===== src/rtl/led_blink_pkg.sv =====
// rtl/led_blink_pkg.sv - shared mode encoding and widths for the LED pattern generator
package led_blink_pkg;

  localparam int MODE_W = 2;
  localparam int PWM_W  = 4;

  typedef enum logic [MODE_W-1:0] {
    MODE_OFF     = 2'd0,
    MODE_ON      = 2'd1,
    MODE_BLINK   = 2'd2,
    MODE_ONESHOT = 2'd3
  } mode_e;

endpackage


===== src/rtl/led_blink_ch.sv =====
// rtl/led_blink_ch.sv - one LED channel: mode, half-period, tick counter and lit flag
module led_blink_ch
  import led_blink_pkg::*;
#(
  parameter int PER_W    = 16,
  parameter int DEF_HALF = 500
) (
  input  logic             clk_i,
  input  logic             rst_ni,
  input  logic             tick_i,
  input  logic             cfg_we_i,
  input  mode_e            cfg_mode_i,
  input  logic [PER_W-1:0] cfg_half_i,
  output logic             lit_o
);

  localparam logic [PER_W-1:0] ONE = PER_W'(1);

  mode_e            mode_q, mode_d;
  logic [PER_W-1:0] half_q, half_d;
  logic [PER_W-1:0] cnt_q, cnt_d;
  logic             lit_q, lit_d;
  logic             at_end;

  // half_q is never 0, so half_q-1 cannot underflow
  assign at_end = (cnt_q >= half_q - ONE);

  always_comb begin
    mode_d = mode_q;
    half_d = half_q;
    cnt_d  = cnt_q;
    lit_d  = lit_q;
    if (cfg_we_i) begin
      // a config on a tick cycle swallows that tick for this channel
      mode_d = cfg_mode_i;
      half_d = (cfg_half_i == '0) ? ONE : cfg_half_i;
      cnt_d  = '0;
      lit_d  = (cfg_mode_i != MODE_OFF);
    end else begin
      unique case (mode_q)
        MODE_BLINK: begin
          if (tick_i) begin
            if (at_end) begin
              cnt_d = '0;
              lit_d = ~lit_q;
            end else begin
              cnt_d = cnt_q + ONE;
            end
          end
        end
        MODE_ONESHOT: begin
          if (tick_i) begin
            if (at_end) begin
              mode_d = MODE_OFF;
              cnt_d  = '0;
              lit_d  = 1'b0;
            end else begin
              cnt_d = cnt_q + ONE;
            end
          end
        end
        MODE_ON: begin
          cnt_d = '0;
          lit_d = 1'b1;
        end
        default: begin
          cnt_d = '0;
          lit_d = 1'b0;
        end
      endcase
    end
  end

  always_ff @(posedge clk_i or negedge rst_ni) begin
    if (!rst_ni) begin
      mode_q <= MODE_OFF;
      half_q <= PER_W'(DEF_HALF);
      cnt_q  <= '0;
      lit_q  <= 1'b0;
    end else begin
      mode_q <= mode_d;
      half_q <= half_d;
      cnt_q  <= cnt_d;
      lit_q  <= lit_d;
    end
  end

  assign lit_o = lit_q;

endmodule


===== src/rtl/led_blink_multi.sv =====
// rtl/led_blink_multi.sv - multi-channel LED pattern generator with shared prescaler
// Optional LED_BLINK_PWM_EN adds a global 4-bit PWM duty gate on lit channels.
module led_blink_multi
  import led_blink_pkg::*;
#(
  parameter int CLK_HZ         = 25_000_000,
  parameter int TICK_HZ        = 1_000,
  parameter int N_CH           = 3,
  parameter int PER_W          = 16,
  parameter int DEF_HALF       = 500,
  parameter int LED_ACTIVE_LOW = 1,
  localparam int CH_W          = (N_CH > 1) ? $clog2(N_CH) : 1
) (
  input  logic              clk_i,
  input  logic              rst_ni,
  input  logic              cfg_valid_i,
  output logic              cfg_ready_o,
  input  logic [CH_W-1:0]   cfg_ch_i,
  input  logic [MODE_W-1:0] cfg_mode_i,
  input  logic [PER_W-1:0]  cfg_half_i,
  output logic              cfg_err_o,
  output logic              tick_o,
`ifdef LED_BLINK_PWM_EN
  input  logic [PWM_W-1:0]  pwm_duty_i,
`endif
  output logic [N_CH-1:0]   led_o
);

  localparam int               DIV      = CLK_HZ / TICK_HZ;
  localparam int               PRE_W    = $clog2(DIV);
  localparam logic [PRE_W-1:0] PRE_LAST = PRE_W'(DIV - 1);

  logic [PRE_W-1:0] pre_q, pre_d;
  logic             tick_q, tick_d;
  logic             ready_q, ready_d;
  logic             err_q, err_d;
  logic             accept;
  logic             ch_ok;
  logic             pwm_on;
  logic [N_CH-1:0]  lit;
  logic [N_CH-1:0]  lit_gated;

  assign accept = cfg_valid_i & ready_q;
  assign ch_ok  = ({1'b0, cfg_ch_i} < (CH_W + 1)'(N_CH));

  // tick_q is high in the cycle after the prescaler wraps to 0
  always_comb begin
    pre_d   = (pre_q == PRE_LAST) ? '0 : pre_q + PRE_W'(1);
    tick_d  = (pre_q == PRE_LAST);
    ready_d = 1'b1;
    err_d   = accept & ~ch_ok;
  end

  always_ff @(posedge clk_i or negedge rst_ni) begin
    if (!rst_ni) begin
      pre_q   <= '0;
      tick_q  <= 1'b0;
      ready_q <= 1'b0;
      err_q   <= 1'b0;
    end else begin
      pre_q   <= pre_d;
      tick_q  <= tick_d;
      ready_q <= ready_d;
      err_q   <= err_d;
    end
  end

  for (genvar g = 0; g < N_CH; g++) begin : g_ch
    led_blink_ch #(
      .PER_W    (PER_W),
      .DEF_HALF (DEF_HALF)
    ) u_ch (
      .clk_i      (clk_i),
      .rst_ni     (rst_ni),
      .tick_i     (tick_q),
      .cfg_we_i   (accept && ch_ok && (cfg_ch_i == CH_W'(g))),
      .cfg_mode_i (mode_e'(cfg_mode_i)),
      .cfg_half_i (cfg_half_i),
      .lit_o      (lit[g])
    );
  end

`ifdef LED_BLINK_PWM_EN
  logic [PWM_W-1:0] p_q, p_d;

  always_comb begin
    p_d = p_q + PWM_W'(1);
  end

  always_ff @(posedge clk_i or negedge rst_ni) begin
    if (!rst_ni) begin
      p_q <= '0;
    end else begin
      p_q <= p_d;
    end
  end

  assign pwm_on = (p_q < pwm_duty_i);
`else
  assign pwm_on = 1'b1;
`endif

  assign lit_gated   = lit & {N_CH{pwm_on}};
  assign led_o       = (LED_ACTIVE_LOW != 0) ? ~lit_gated : lit_gated;
  assign tick_o      = tick_q;
  assign cfg_ready_o = ready_q;
  assign cfg_err_o   = err_q;

endmodule


===== config.mk =====
export PLATFORM = sky130hd
export DESIGN_NAME = led_blink_multi
export DESIGN_NICKNAME = d
export VERILOG_FILES = /design/src/rtl/led_blink_pkg.sv /design/src/rtl/led_blink_ch.sv /design/src/rtl/led_blink_multi.sv
export SDC_FILE = /design/constraint.sdc
export NUM_CORES = 1
export LEC_CHECK = 0
export ABC_AREA = 1
export BUFFER_PORTS_ARGS = -buffer_cell sky130_fd_sc_hd__buf_2
export CAP_MARGIN = 5
export CORE_MARGIN = 10
export CORE_UTILIZATION = 35
export DETAILED_ROUTE_END_ITERATION = 7
export GPL_TIMING_DRIVEN = 0
export PLACE_DENSITY = 0.61
export SKIP_LAST_GASP = 1
export SLEW_MARGIN = 10
export SYNTH_ARGS = -nofsm -noshare
export SYNTH_HDL_FRONTEND = slang
export SYNTH_SLANG_ARGS = --single-unit

===== constraint.sdc =====
create_clock -name clk_i -period 2.7 [get_ports clk_i]
set_input_delay 0 -clock clk_i [delete_from_list [all_inputs] [get_ports clk_i]]
set_output_delay 0 -clock clk_i [all_outputs]
set_load 0.02 [all_outputs]

# Word level (Yosys, flattened, before mapping)
# Cells that the tools add are included.
[word_totals] register_bits=123 latchBits=0 mem_bits_rw=0 rom_bits=0 input_bits=23 out_inout_bits=6 word_cells=130 n_memories=0
[classes] addsub=7 mul=0 n_div=0 order_cmp=4 n_eq_ne=27 n_shift=0 n_mux=44 bitwise=7 reduce_logical=25
[op_table] op="$mux W16" count=13
[op_table] op="$add A16 B1 Y16 const B" count=3
[op_table] op="$ge A16 B16 Y1" count=3
[op_table] op="$sub A16 B1 Y16 const B" count=3
[op_table] op="$ne A3 B1 Y1 const B" count=9
[op_table] op="$mux W2" count=12
[op_table] op="$reduce_bool A2 Y1" count=10
[op_table] op="$ne A3 B2 Y1 const B" count=6
[op_table] op="$logic_not A16 Y1" count=1
[op_table] op="$add A15 B1 Y15 const B" count=1
[op_table] op="$eq A15 B15 Y1 const B" count=1
[op_table] op="$mux W1" count=15
[op_table] op="$mux W15" count=1
[op_table] op="$eq A2 B2 Y1 const B" count=7
[op_table] op="$reduce_and A4 Y1" count=3
[op_table] op="$pmux W1 S3" count=3
[op_table] op="$reduce_and A3 Y1" count=3
[op_table] op="$eq A2 B1 Y1 const B" count=4
[op_table] op="$reduce_or A2 Y1" count=3
[op_table] op="$logic_and A1 B1 Y1" count=4
[op_table] op="$not A1 Y1" count=4
[op_table] op="$not A3 Y3" count=1
[op_table] op="$and A1 B1 Y1" count=2
[op_table] op="$logic_not A2 Y1" count=1
[op_table] op="$lt A2 B2 Y1 const B" count=1

# Depth between registers and ports, before layout
# Gate-level depths: netlist (run 1).
[logic_depth] word_depth=6 depth_mapped=22 ltp_nobuf=21

# Hierarchy
# From an unflattened synthesis (run 1), not the netlist that was laid out.
[hier_totals] hier_cells=1124 area_unflattened_um2=8535.7
[modules_own_cells] mod="led_blink_ch at g_ch[1].u_ch" n_inst=1 cells_per_inst=331 area_per_inst_um2=2580.0 seq_area_each_um2=883.3
[modules_own_cells] mod="led_blink_ch at g_ch[2].u_ch" n_inst=1 cells_per_inst=327 area_per_inst_um2=2514.9 seq_area_each_um2=883.3
[modules_own_cells] mod="led_blink_ch at g_ch[0].u_ch" n_inst=1 cells_per_inst=332 area_per_inst_um2=2463.6 seq_area_each_um2=883.3
[modules_own_cells] mod="led_blink_multi" n_inst=1 cells_per_inst=134 area_per_inst_um2=977.2 seq_area_each_um2=450.4

# Least setup slack after synthesis (run 1)
# Ideal clock, no wire load.
[synth_timing] path_type="reg2reg" startpoint="register g_ch[0].u_ch.half_q[0]" endpoint="register g_ch[0].u_ch.cnt_q[11]" setup_time_ns=0.128 arrival_time_ns=2.417 required_time_ns=2.572 path_slack_ns=0.155 path_stages_with_launch=21 n_path_buf=1 period_less_slack_ns=2.545 path_cell_list="dfrtp_1 -> inv_1 -> ha_1 -> nand2_1 -> nor2_1 -> nand3_1 -> nor2_1 -> nand2_1 -> nor2_1 -> nand2_1 -> o21ai_0 -> inv_1 -> ha_1 -> nand3_1 -> a21oi_1 -> nor2_4 -> nand2_2 -> nand2_2 -> nand2_4 -> buf_12 -> nor2_4"
[synth_between] elab_chain_cells=6
[synth_rtl] item="start, declared" line_no="led_blink_ch.sv:20" text="logic [PER_W-1:0] half_q, half_d;"
[synth_rtl] item="start signal, assigned" line_no="led_blink_ch.sv:77" text="half_q <= PER_W'(DEF_HALF);"
[synth_rtl] item="start signal, assigned" line_no="led_blink_ch.sv:82" text="half_q <= half_d;"
[synth_rtl] item="$sub A16 B1 Y16" line_no="led_blink_ch.sv:26" text="assign at_end = (cnt_q >= half_q - ONE);"
[synth_rtl] item="$ge A16 B16 Y1" line_no="led_blink_ch.sv:26"
[synth_rtl] item="$mux W16" line_no="led_blink_ch.sv:43, led_blink_ch.sv:53"
[synth_rtl] item="$mux W16" line_no="led_blink_ch.sv:52" text="if (tick_i) begin"
[synth_rtl] item="$mux W16"
[synth_rtl] item="$mux W16" line_no="led_blink_ch.sv:33" text="if (cfg_we_i) begin"
[synth_rtl] item="end signal, assigned" line_no="led_blink_ch.sv:83" text="cnt_q <= cnt_d;"
[synth_rtl] item="end, declared" line_no="led_blink_ch.sv:21" text="logic [PER_W-1:0] cnt_q, cnt_d;"
# No other way between the ends. The select of a mux whose other input is x is not followed.
# A chain may end at the register's enable or synchronous reset.

# Worst setup path in the final report (run 1)
[layout_timing] startpoint="register g_ch[1].u_ch.half_q[1]" endpoint="register g_ch[1].u_ch.cnt_q[11]"
[layout_between] elab_chain_cells=6
[layout_rtl] item="start, declared" line_no="led_blink_ch.sv:20"
[layout_rtl] item="start signal, assigned" line_no="led_blink_ch.sv:77"
[layout_rtl] item="start signal, assigned" line_no="led_blink_ch.sv:82"
[layout_rtl] item="$sub A16 B1 Y16" line_no="led_blink_ch.sv:26"
[layout_rtl] item="$ge A16 B16 Y1" line_no="led_blink_ch.sv:26"
[layout_rtl] item="$mux W16" line_no="led_blink_ch.sv:43, led_blink_ch.sv:53"
[layout_rtl] item="$mux W16" line_no="led_blink_ch.sv:52"
[layout_rtl] item="$mux W16"
[layout_rtl] item="$mux W16" line_no="led_blink_ch.sv:33"
[layout_rtl] item="end signal, assigned" line_no="led_blink_ch.sv:83"
[layout_rtl] item="end, declared" line_no="led_blink_ch.sv:21"
# No other way between the ends. The select of a mux whose other input is x is not followed.

==> flow_summary.yaml, run 1 <==
global_route:
  grt_first_pass_wirelength_um: 33120
  antenna_found_initial: 0
  grt_overflow_total: 0
  grt_start_max_net_pins: 82
  grt_pass1_vias: 6847
  track_usage_pct: 13.07
clock_tree:
  clock_latency_ns: 0.42
  clk_pin_slew_ns: 0.06
  cts_buffer_depth: 2
  root_buffer: "clkbuf_16"
  cts_buffers: 17
  cts_tree: "built"
  cts.sinks: 123
  htreeDepth: 4
sta:
  period_share_pct: 98.46
  worstMarginPinSlew_ns: 0.6512
  final-hold-violation-count: 0
  period_minus_slack_ns: 2.658
  setup_viol: 0
  slew_headroom_pct: 56.19
  skew_ns: 0.008395
  rsz0062_at_grt: "yes"
  finalMaxSlewViolations: 0
  max_freq_mhz: 376.2
yosys:
  ys_seq_elements: 123
  yosys_most_used_dff: "dfrtp_1"
  ys.warnings.count: 0
  synth_cell_type_count: 45
  synth_area_mm2: 0.008419
  syn-num-nets: 1150
  netlist_instances: 1063
  async_flop_share_pct: 100.0
  yosysSeqAreaShare_pct: 36.83
  synth_edf_count: 0
  syn_area_per_cell_um2: 7.920
setup_path:
  reg2reg_from: "g_ch[1].u_ch.half_q[1]$_DFFE_PN0P_"
  path_cells: "inv_2 -> ha_4 -> nand3_4 -> nor2_4 -> nand2_4 -> buf_4 -> nor2_2 -> xor2_1 -> inv_1 -> ha_1 -> nand2_2 -> inv_2 -> nand2_2 -> nand3_2 -> nor2_4 -> nand3_4 -> clkbuf_16 -> a21oi_2"
  cp_data_required_time_ns: 3.05
  r2r_cells: 18
  arrival_ns: 3.00
  timing.rr.end: "g_ch[1].u_ch.cnt_q[11]$_DFFE_PN0P_"
  rrSetupSlack_ns: 0.04
  cp_slowest_cell: "dfrtp_1"
  path_max_fanout: 7
  start_kind: "register"
  cp-end-kind: "register"
  crit_type: "reg -> reg"
  slowest_delay_ns: 0.41
route:
  antenna_left: 0
  first_pass_iters: 4
  dr.first_iter.drc_count: 348
  vias_per_cell: 4.723
  drc: 0
  wl_um: 20280
  wl_per_cell_um: 13.48
  via_count: 7103
power_and_ir_drop:
  p_leak_nw: 5.087
  power.total_mw: 6.825
  power_density_mw_per_mm2: 643.8
  peakVddDrop_v: 0.0004610
placement:
  io_buffers: 28
  placed_cell_area_mm2: 0.008992
  gp_congestion: 0.8156
  dp_hpwl_um: 14330
floorplanning:
  floorplan.rows: 56
  die_h_um: 175.1
  die-width_um: 175.1
  die_area_mm2: 0.03066
  io-pin-count: 29
  core_mm2: 0.02354
  start_util_pct: 35.76
run:
  max_cap_viol_count: 0
layout:
  layout-drive-gt1-share_pct: 24.47
  layout.cell_area.non_filler_mm2: 0.01060
  finalNetCount: 1259
  antennaDiodeCount: 0
  syn_to_final_growth_pct: 25.92
status:
  status: "completed"
hold_path:
  hp-class: "in -> async"
## through the flow
stage / setup TNS [ns] / worst slack, ns / instances / utilization [%] / hold slack (ns)
after floorplan: 0 / 0.1555 / 1063 / - / -0.2956
after global placement: -8.968 / -0.1511 / 1410 / 38.05 / 0.2798
after detailed placement: -4.807 / -0.2461 / 1411 / 38.20 / -0.05328
after CTS: 0 / 0.0008729 / 1484 / 42.86 / 0.07311
after global routing: -4.380 / -0.1378 / 1504 / 45.03 / 0.08280
final: 0 / 0.04165 / 1504 / 45.03 / 0.05850
## how the worst max path moves through the flow
| stage | end | slack [ns] | cells past startpoint | from |
|---|---|---|---|---|
| after floorplan | g_ch[0].u_ch.cnt_q[11]$_DFFE_PN0P_ | 0.16 | 20 | g_ch[0].u_ch.half_q[0]$_DFFE_PN0P_ |
| after global placement | g_ch[0].u_ch.cnt_q[11]$_DFFE_PN0P_ | -0.15 | 22 | g_ch[0].u_ch.half_q[0]$_DFFE_PN0P_ |
| after detailed placement | g_ch[0].u_ch.cnt_q[10]$_DFFE_PN0P_ | -0.25 | 20 | g_ch[0].u_ch.half_q[0]$_DFFE_PN0P_ |
| after CTS | g_ch[1].u_ch.cnt_q[10]$_DFFE_PN0P_ | 0.0009 | 20 | g_ch[1].u_ch.half_q[1]$_DFFE_PN0P_ |
| after global routing | g_ch[1].u_ch.cnt_q[11]$_DFFE_PN0P_ | -0.14 | 20 | g_ch[1].u_ch.half_q[1]$_DFFE_PN0P_ |
| final | g_ch[1].u_ch.cnt_q[11]$_DFFE_PN0P_ | 0.04 | 18 | g_ch[1].u_ch.half_q[1]$_DFFE_PN0P_ |
## metal layers
metal	vias to the layer above	share of wire, %	global-route usage [%]
met1	3351	48	16.99
met5	-	0	0
met3	26	2.8	2.414
met2	95	48	21.18
met4	0	1.8	4.839
li1	3631	-	-
## report_power, final
part	internal, mW	switching (mW)	total, mW
clock network	1.45	0.880	2.33
logic	0.927	1.27	2.19
registers	2.08	0.221	2.30
## flip-flops by register name, indices dropped and copies added, names as in the netlist
signal and cells:
cfg_ready_o 1, g_ch.u_ch.mode_q 6, g_ch.u_ch.half_q 48, pre_q 15, g_ch.u_ch.lit_o 3, tick_o 1
g_ch.u_ch.cnt_q 48, cfg_err_o 1
## cells in the final DEF (no fill, tap or decap), types with 12 or more instances in the layout
master	instances
clkbuf_16	18
nand2_1	233
nor2_2	19
nor2_4	24
nand2_2	17
buf_2	28
o21ai_0	68
nor2_1	76
xnor2_1	19
dfrtp_1	104
inv_1	138
inv_2	15
xor2_1	48
dlygate4sd3_1	20
ha_1	58
nand4_1	22
nand3_4	12
a21oi_2	30
buf_4	37
nand3_1	35
dfstp_2	18
a21oi_1	18
## synthesized netlist by cell type (2+ instances only)
cell	n	area (um^2)
nor2_1	95	356.6
buf_8	2	30.03
nor3_1	12	60.06
ha_1	64	800.8
or2_0	2	12.51
dfstp_2	18	473.0
nand4_1	22	137.6
inv_2	5	18.77
inv_1	149	559.3
nor2_2	9	56.30
and2_1	6	37.54
nand2_1	249	934.7
o21ai_1	4	20.02
nor3b_1	4	30.03
xnor2_1	19	166.4
nand2_4	4	45.04
nor2_4	15	168.9
o21ai_0	71	355.3
nand2_2	3	18.77
buf_4	3	22.52
or2_1	2	12.51
clkbuf_1	9	33.78
nand3_1	48	240.2
nand3_4	6	105.1
a21oi_1	28	140.1
nand4_2	4	50.05
nand3_2	4	40.04
nor3_2	7	70.07
xor2_1	48	420.4
dfrtp_1	105	2628
a21oi_2	21	183.9
nor4_1	11	68.82
buf_6	2	22.52
## logic make-up (layout without fill, tap and decap cells)
kind of cell / count (synthesis) / in the layout / share of synthesized area [%]
and+or+nand+nor: 506 / 506 / 29.40
buffers and inverters: 175 / 297 / 8.649
AOI/OAI and AO/OA: 127 / 127 / 8.605
DFF: 123 / 123 / 36.83
xor gates and xnor gates: 67 / 67 / 6.970
adders and majority gates: 64 / 64 / 9.511
other: 1 / 1 / 0.04454
## worst max-delay path, delay by kind of cell (launching register included)
kind / cells / cell delay [ns]
xor+xnor: 1 / 0.14
flops: 1 / 0.41
buf+inv: 5 / 0.56
fa+ha+maj: 2 / 0.44
simple gates: 9 / 0.91
compound gates: 1 / 0.12
## layout make-up
class	count	area [um^2]
Buffer	19	150.1
Clock buffer	18	429.2
Clock inverter	14	172.7
Fill cell	2335	12940
Inverter	156	593.1
Multi-Input combinational cell	765	4996
Sequential cell	123	3102
Tap cell	319	399.1
Timing Repair Buffer	90	759.5
## timing repair
action | CTS | global route
gates cloned | 1 | 1
setup buffers | 20 | 20
hold endpoints to repair | 166 | 0
setup endpoints to repair | 41 | 54
hold buffers | 20 | 0
resized for setup | 29 | 89
pin swaps | 14 | 57
No activity file was read; power rests on OpenSTA's default activity.
==> run 2, diff against run 1 <==
--- a/config.mk
+++ b/config.mk
@@ -5,13 +5,12 @@
 export SDC_FILE = /design/constraint.sdc
 export NUM_CORES = 1
 export LEC_CHECK = 0
-export ABC_AREA = 1
 export BUFFER_PORTS_ARGS = -buffer_cell sky130_fd_sc_hd__buf_2
 export CAP_MARGIN = 5
-export CORE_MARGIN = 10
 export CORE_UTILIZATION = 35
 export DETAILED_ROUTE_END_ITERATION = 7
 export GPL_TIMING_DRIVEN = 0
+export HOLD_SLACK_MARGIN = 0.08
 export PLACE_DENSITY = 0.61
 export SKIP_LAST_GASP = 1
 export SLEW_MARGIN = 10
==> run 2 against run 1 <==
Compared with the run above: the run now ends with setup timing left; first-iteration DRC count decreased by 28%; synthesized area shrank 10%; critical path depth down 4; worst setup slack lost 0.69 ns; flip-flop and latch count unchanged; synthesized cell count is 26% lower; combinational power fell by 26%; hold slack better by 0.096 ns; global-route usage grew 4.5 points; routed wire length down 11%; sequential share of layout area increased by 3.1 points; design area down 9.7%.
==> flow_summary.yaml, run 2 <==
status:
  status: "complete, but fails checks"
  violations: "setup timing"
layout:
  finalNetCount: 974
  top_regs: "g_ch.u_ch.cnt_q x48, g_ch.u_ch.half_q x48, pre_q x15"
  syn_to_final_growth_pct: 26.87
  layout.cell_area.non_filler_mm2: 0.009575
  final_cell_mix: "131 x nand2_1, 104 x dfrtp_1, 61 x ha_1"
  layout-drive-gt1-share_pct: 26.00
  fillers: 2000
  antennaDiodeCount: 0
  final_common_cell: "nand2_1"
run:
  max_cap_viol_count: 0
sta:
  period_share_pct: 124.2
  setup_viol: 57
  max_freq_mhz: 298.3
  skew_ns: 0.01085
  worstMarginPinSlew_ns: 0.6814
  finalMaxSlewViolations: 0
  final-hold-violation-count: 0
  slew_headroom_pct: 54.57
  worst_slack_ns: -0.6523
  period_minus_slack_ns: 3.352
  rsz0062_at_grt: "yes"
  setup_tns_ns: -29.97
placement:
  dp_hpwl_um: 12430
  post-place-ws_ns: -0.6968
  gp_congestion: 0.7741
  io_buffers: 28
  placed_cell_area_mm2: 0.008108
setup_path:
  path_max_fanout: 6
  r2r_cells: 14
  path_cells: "nor4_4 -> buf_4 -> nand2_4 -> or4_4 -> nor3_2 -> xnor2_1 -> ha_1 -> nand4_1 -> nor4_2 -> o31ai_2 -> nand4_2 -> a21o_4 -> buf_8 -> nor2_2"
  cp_data_required_time_ns: 3.01
  worstSetupEndpoint: "g_ch[1].u_ch.cnt_q[5]$_DFFE_PN0P_"
  arrival_ns: 3.66
  start_kind: "register"
  reg2reg_from: "g_ch[1].u_ch.half_q[2]$_DFFE_PN1P_"
  setup.worst_path.start: "g_ch[1].u_ch.half_q[2]$_DFFE_PN1P_"
  rrSetupSlack_ns: -0.65
  cp-end-kind: "register"
  crit_type: "reg -> reg"
  slowest_delay_ns: 0.46
  cp_slowest_cell: "or4_4"
  timing.rr.end: "g_ch[1].u_ch.cnt_q[5]$_DFFE_PN0P_"
global_route:
  grt_overflow_total: 0
  track_usage_pct: 17.54
  grt_first_pass_wirelength_um: 30410
  grt_pass1_vias: 5940
  grt_start_max_net_pins: 89
  antenna_found_initial: 0
power_and_ir_drop:
  seqPwrFrac_pct: 37.3
  peakVddDrop_v: 0.0003477
  internal-power_mw: 4.251
  clkPwrFrac_pct: 37.3
  p_leak_nw: 4.233
  combPwrFrac_pct: 25.5
  netSwitchingPower_mw: 2.081
  sw_frac_of_total_pct: 32.87
  power_density_mw_per_mm2: 661.3
yosys:
  yosys_most_used_dff: "dfrtp_1"
  synthTopCellsByArea: "dfrtp_1 35%, ha_1 11%, nand2_1 6.9%"
  netlist_instances: 784
  synth_area_mm2: 0.007547
  synth_cell_type_count: 64
  synth.top_cells.by_count: "138 x nand2_1, 105 x dfrtp_1, 79 x nor2_1"
  synth_edf_count: 0
  yosysSeqAreaShare_pct: 41.08
  ys.warnings.count: 0
  syn-num-nets: 871
  syn_area_per_cell_um2: 9.627
  async_flop_share_pct: 100.0
  synth_top_area_cell: "dfrtp_1"
  ys_seq_elements: 123
  synth_top_area_share_pct: 34.81
  yosysMostFrequentCell: "nand2_1"
floorplanning:
  die-width_um: 148.8
  floorplan.rows: 53
  start_util_pct: 35.79
  io-pin-count: 29
  die_area_mm2: 0.02215
  core_mm2: 0.02109
  die_h_um: 148.8
clock_tree:
  cts.sinks: 123
  htreeDepth: 4
  clk_pin_slew_ns: 0.06
  root_buffer: "clkbuf_16"
  cts_buffer_depth: 2
  cts_tree: "built"
  cts_buffers: 17
  clock_latency_ns: 0.43
route:
  antenna_left: 0
  wl_um: 18070
  wl_per_cell_um: 15.38
  drc: 0
  dr.first_iter.drc_count: 251
  first_pass_iters: 4
  vias_per_cell: 5.063
  via_count: 5949
hold_path:
  hp-class: "in -> async"
[run 2: power by group through the flow]
stage               registers (mW)  clock network [mW]  logic (mW)
floorplan                     2.31                   0       0.989
detailed placement            2.38                   0        1.29
CTS                           2.35                2.41        1.52
finish                        2.36                2.36        1.61
global placement              2.37                   0        1.25
global route                  2.40                2.48        1.80
[run 2: kinds of logic after synthesis]
logic type	count (synthesis)	synth area share, %
and+or+nand+nor	358	23.94
DFF	123	41.08
xor gates and xnor gates	99	11.49
AOI/OAI and AO/OA	80	8.024
adders and majority gates	64	10.61
buffers and inverters	45	2.719
muxes	14	2.089
other	1	0.04969
[run 2: what timing repair did]
| action | 4_1_cts | 5_1_grt |
|---|---|---|
| buffers inserted | 26 | 8 |
| hold endpoints to repair | 167 | 0 |
| hold buffers | 22 | 0 |
| pin swaps | 23 | 41 |
| gates resized for setup | 50 | 54 |
| endpoints found under the setup margin | 57 | 57 |
| cloned | 3 | 0 |
[run 2: worst min path at each step]
| stage | from | cells past startpoint | end | slack (ns) |
|---|---|---|---|---|
| after floorplan | rst_ni | 0 | cfg_err_o$_DFF_PN0_ | -0.30 |
| after global placement | cfg_ch_i[0] | 3 | cfg_err_o$_DFF_PN0_ | 0.26 |
| after detailed placement | rst_ni | 1 | g_ch[1].u_ch.mode_q[0]$_DFFE_PN0P_ | -0.07 |
| after CTS | rst_ni | 2 | g_ch[1].u_ch.half_q[4]$_DFFE_PN1P_ | 0.14 |
| after global routing | rst_ni | 2 | g_ch[1].u_ch.half_q[4]$_DFFE_PN1P_ | 0.17 |
| final | rst_ni | 2 | g_ch[1].u_ch.half_q[5]$_DFFE_PN1P_ | 0.15 |
[run 2: metal layers]
| layer | global-route usage [%] | vias to the layer above | routed length, um |
|---|---|---|---|
| li1 | - | 2913 | - |
| met1 | 24.18 | 2934 | 8731 |
| met2 | 27.59 | 85 | 8422 |
| met3 | 3.303 | 17 | 582 |
| met4 | 5.765 | 0 | 333 |
| met5 | 0 | - | 0 |
[run 2: cell type report]
| class | instances | area (um^2) | share of cell area [%] |
|---|---|---|---|
| Multi-Input combinational cell | 616 | 4628 | 48.33 |
| Inverter | 30 | 112.6 | 1.176 |
| Clock inverter | 15 | 177.7 | 1.855 |
| Sequential cell | 123 | 3102 | 32.39 |
| Clock buffer | 17 | 425.4 | 4.443 |
| Buffer | 14 | 85.08 | 0.8885 |
| Tap cell | 275 | 344.1 | 3.593 |
| Timing Repair Buffer | 85 | 700.7 | 7.317 |
[run 2: through the flow]
step | instances | hold WS (ns) | total power, mW | utilization, %
floorplan | 784 | -0.2956 | 3.302 | -
global placement | 1087 | 0.2578 | 3.620 | 38.29
detailed placement | 1088 | -0.07220 | 3.664 | 38.45
CTS | 1170 | 0.1389 | 6.281 | 44.31
global route | 1175 | 0.1697 | 6.685 | 45.41
finish | 1175 | 0.1548 | 6.332 | 45.41
[run 2: critical path: cells and delay by family, from the launching register on]
| kind | cells | cell delay [ns] |
|---|---|---|
| compound gates | 2 | 0.32 |
| xor+xnor | 1 | 0.11 |
| flops | 1 | 0.38 |
| fa+ha+maj | 1 | 0.30 |
| buf+inv | 2 | 0.33 |
| simple gates | 8 | 1.79 |
==> run 3, diff against run 2 <==
--- a/config.mk
+++ b/config.mk
@@ -6,12 +6,11 @@
 export NUM_CORES = 1
 export LEC_CHECK = 0
 export BUFFER_PORTS_ARGS = -buffer_cell sky130_fd_sc_hd__buf_2
-export CAP_MARGIN = 5
-export CORE_UTILIZATION = 35
+export CORE_UTILIZATION = 48
 export DETAILED_ROUTE_END_ITERATION = 7
 export GPL_TIMING_DRIVEN = 0
 export HOLD_SLACK_MARGIN = 0.08
-export PLACE_DENSITY = 0.61
+export PLACE_DENSITY = 0.76
 export SKIP_LAST_GASP = 1
 export SLEW_MARGIN = 10
 export SYNTH_ARGS = -nofsm -noshare
==> constraint.sdc (replaced) <==
create_clock -name clk_i -period 2.83 [get_ports clk_i]
set_input_delay 0 -clock clk_i [delete_from_list [all_inputs] [get_ports clk_i]]
set_output_delay 0 -clock clk_i [all_outputs]
set_load 0.02 [all_outputs]
==> run 3 against run 2 <==
Compared with the run above: the flow still finishes with violations (setup timing); register-to-register slack better by 0.06 ns; flip-flop and latch count stayed put; combinational power down 4%; clock power shrank 12%; via count is 1.1% higher; core utilization grew 16 points; sequential share of layout area grew 0.65 points; worst setup slack better by 0.055 ns; routed wire length shrank 3.7%; clock skew up 0.0053 ns; non-clock buffer count increased by 2; highest routed layer unchanged.
==> flow_summary.yaml, run 3 (synthesis results as in run 2) <==
setup_path:
  arrival_ns: 3.74
  reg2reg_from: "g_ch[0].u_ch.half_q[2]$_DFFE_PN1P_"
  critPathBufInv: 1
  cp_slowest_cell: "or3b_4"
  cpMostUsedCell: "nor4_4"
  start_kind: "register"
  path_cells: "nor4_4 -> nand2_2 -> nor4_4 -> or3b_4 -> xor2_1 -> ha_1 -> nand4_1 -> a211o_1 -> o31ai_4 -> nor4_4 -> buf_4 -> nor2b_4 -> o22a_1"
  cp-end-kind: "register"
  setup.worst_path.start: "g_ch[0].u_ch.half_q[2]$_DFFE_PN1P_"
  critical_path.top_delay_family: "simple AND/OR/NAND/NOR gates"
  path_max_fanout: 3
  worst-path-stages: 13
  cp_data_required_time_ns: 3.14
  crit_type: "reg -> reg"
  slowest_delay_ns: 0.42
  rrSetupSlack_ns: -0.60
  timing.rr.end: "g_ch[0].u_ch.lit_o$_DFFE_PN0P_"
  r2r_cells: 13
  worstSetupEndpoint: "g_ch[0].u_ch.lit_o$_DFFE_PN0P_"
status:
  status: "complete, but fails checks"
  violations: "setup timing"
power_and_ir_drop:
  netSwitchingPower_mw: 1.932
  sw_frac_of_total_pct: 32.93
  power.total_mw: 5.869
  power_density_mw_per_mm2: 624.9
  combPwrFrac_pct: 26.2
  clkPwrFrac_pct: 35.4
  peakVddDrop_v: 0.0004987
  internal-power_mw: 3.936
  p_leak_nw: 4.209
  seqPwrFrac_pct: 38.4
global_route:
  grt_start_max_net_pins: 68
  grt_pass1_vias: 5971
  track_usage_pct: 22.60
  grt_overflow_total: 0
  antenna_found_initial: 0
  grt_first_pass_wirelength_um: 28650
sta:
  final-hold-violation-count: 0
  holdWs_ns: 0.1136
  finalMaxSlewViolations: 0
  worst_slack_ns: -0.5970
  period_minus_slack_ns: 3.427
  worstMarginPinSlew_ns: 0.6023
  slew_headroom_pct: 59.48
  max_freq_mhz: 291.8
  setup_viol: 57
  rsz0062_at_grt: "yes"
  period_share_pct: 121.1
  skew_ns: 0.01614
route:
  drc: 0
  wl_per_cell_um: 15.63
  vias_per_cell: 5.403
  via_count: 6013
  first_pass_iters: 6
  dr.first_iter.drc_count: 372
  antenna_left: 0
  wl_um: 17390
layout:
  layoutNonFillerInstCount: 1113
  finalNetCount: 976
  antennaDiodeCount: 0
  final_cell_mix: "135 x nand2_1, 103 x dfrtp_1, 62 x ha_1"
  top_regs: "g_ch.u_ch.cnt_q x48, g_ch.u_ch.half_q x48, pre_q x15"
  syn_to_final_growth_pct: 24.44
  final_common_cell: "nand2_1"
  layout.cell_area.non_filler_mm2: 0.009392
  layout-drive-gt1-share_pct: 25.61
clock_tree:
  clock_latency_ns: 0.43
  cts_buffers: 17
  cts_buffer_depth: 2
  clk_pin_slew_ns: 0.06
  cts.sinks: 123
  cts_tree: "built"
  htreeDepth: 4
  root_buffer: "clkbuf_16"
floorplanning:
  core_mm2: 0.01526
  die-width_um: 127.4
  start_util_pct: 49.46
  die_area_mm2: 0.01623
  io-pin-count: 29
  die_h_um: 127.4
  floorplan.rows: 45
placement:
  post-place-ws_ns: -0.5714
  placed_cells: 1024
  gp_congestion: 0.7851
  placed_cell_area_mm2: 0.008028
  io_buffers: 28
  dp_hpwl_um: 11510
run:
  max_cap_viol_count: 0
hold_path:
  hp-class: "in -> async"
-- run 3: cell count changes in the layout (fill, tap and decap cells not counted), sizes merged --
cell / change
buf: +2
bufinv: -2
clkbuf: +3
clkinv: -1
clkinvlp: +1
inv: -1
-- run 3: how the worst min path moves through the flow --
stage,from,endpoint,slack [ns],cells after the start
floorplan,rst_ni,cfg_err_o$_DFF_PN0_,-0.30,0
global placement,cfg_half_i[7],g_ch[2].u_ch.half_q[7]$_DFFE_PN1P_,0.25,3
detailed placement,rst_ni,g_ch[1].u_ch.lit_o$_DFFE_PN0P_,0.005,1
CTS,rst_ni,cfg_ready_o$_DFF_PN0_,0.13,2
global route,rst_ni,g_ch[1].u_ch.lit_o$_DFFE_PN0P_,0.18,2
finish,rst_ni,g_ch[1].u_ch.cnt_q[13]$_DFFE_PN0P_,0.11,2
-- run 3: final cells by class --
cell class	instances	area (um^2)
Timing Repair Buffer	87	699.4
Buffer	14	81.33
Clock buffer	20	466.7
Tap cell	211	264.0
Inverter	30	112.6
Sequential cell	123	3103
Fill cell	1217	5867
Clock inverter	12	98.84
Multi-Input combinational cell	616	4566
-- run 3: power by group through the flow --
stage	sequential (mW)	clock [mW]	combinational, mW
3_5_place_dp	2.27	0	1.21
6_report	2.25	2.08	1.54
2_1_floorplan	2.21	0	0.942
3_3_place_gp	2.26	0	1.17
5_1_grt	2.28	2.19	1.71
4_1_cts	2.24	2.11	1.43
-- run 3: per-layer routing --
metal	wire (um)	vias to the layer above	GRT usage, %
met2	8579	111	38.28
met1	7846	2958	28.61
li1	-	2921	-
met4	339	0	9.594
met5	0	-	0
met3	629	23	3.727
-- run 3: per-stage QoR --
stage | utilization [%] | TNS [ns]
2_1_floorplan | - | -2.999
3_3_place_gp | 52.39 | -18.45
3_5_place_dp | 52.61 | -20.48
4_1_cts | 60.04 | -18.38
5_1_grt | 61.55 | -30.68
6_report | 61.55 | -20.96
-- run 3: repair_timing --
item	4_1_cts	5_1_grt
hold buffers	21	0
setup endpoints to repair	57	57
hold endpoints to repair	162	0
pin swaps	22	22
buffers inserted	23	12
gates cloned	3	0
resized for setup	43	47
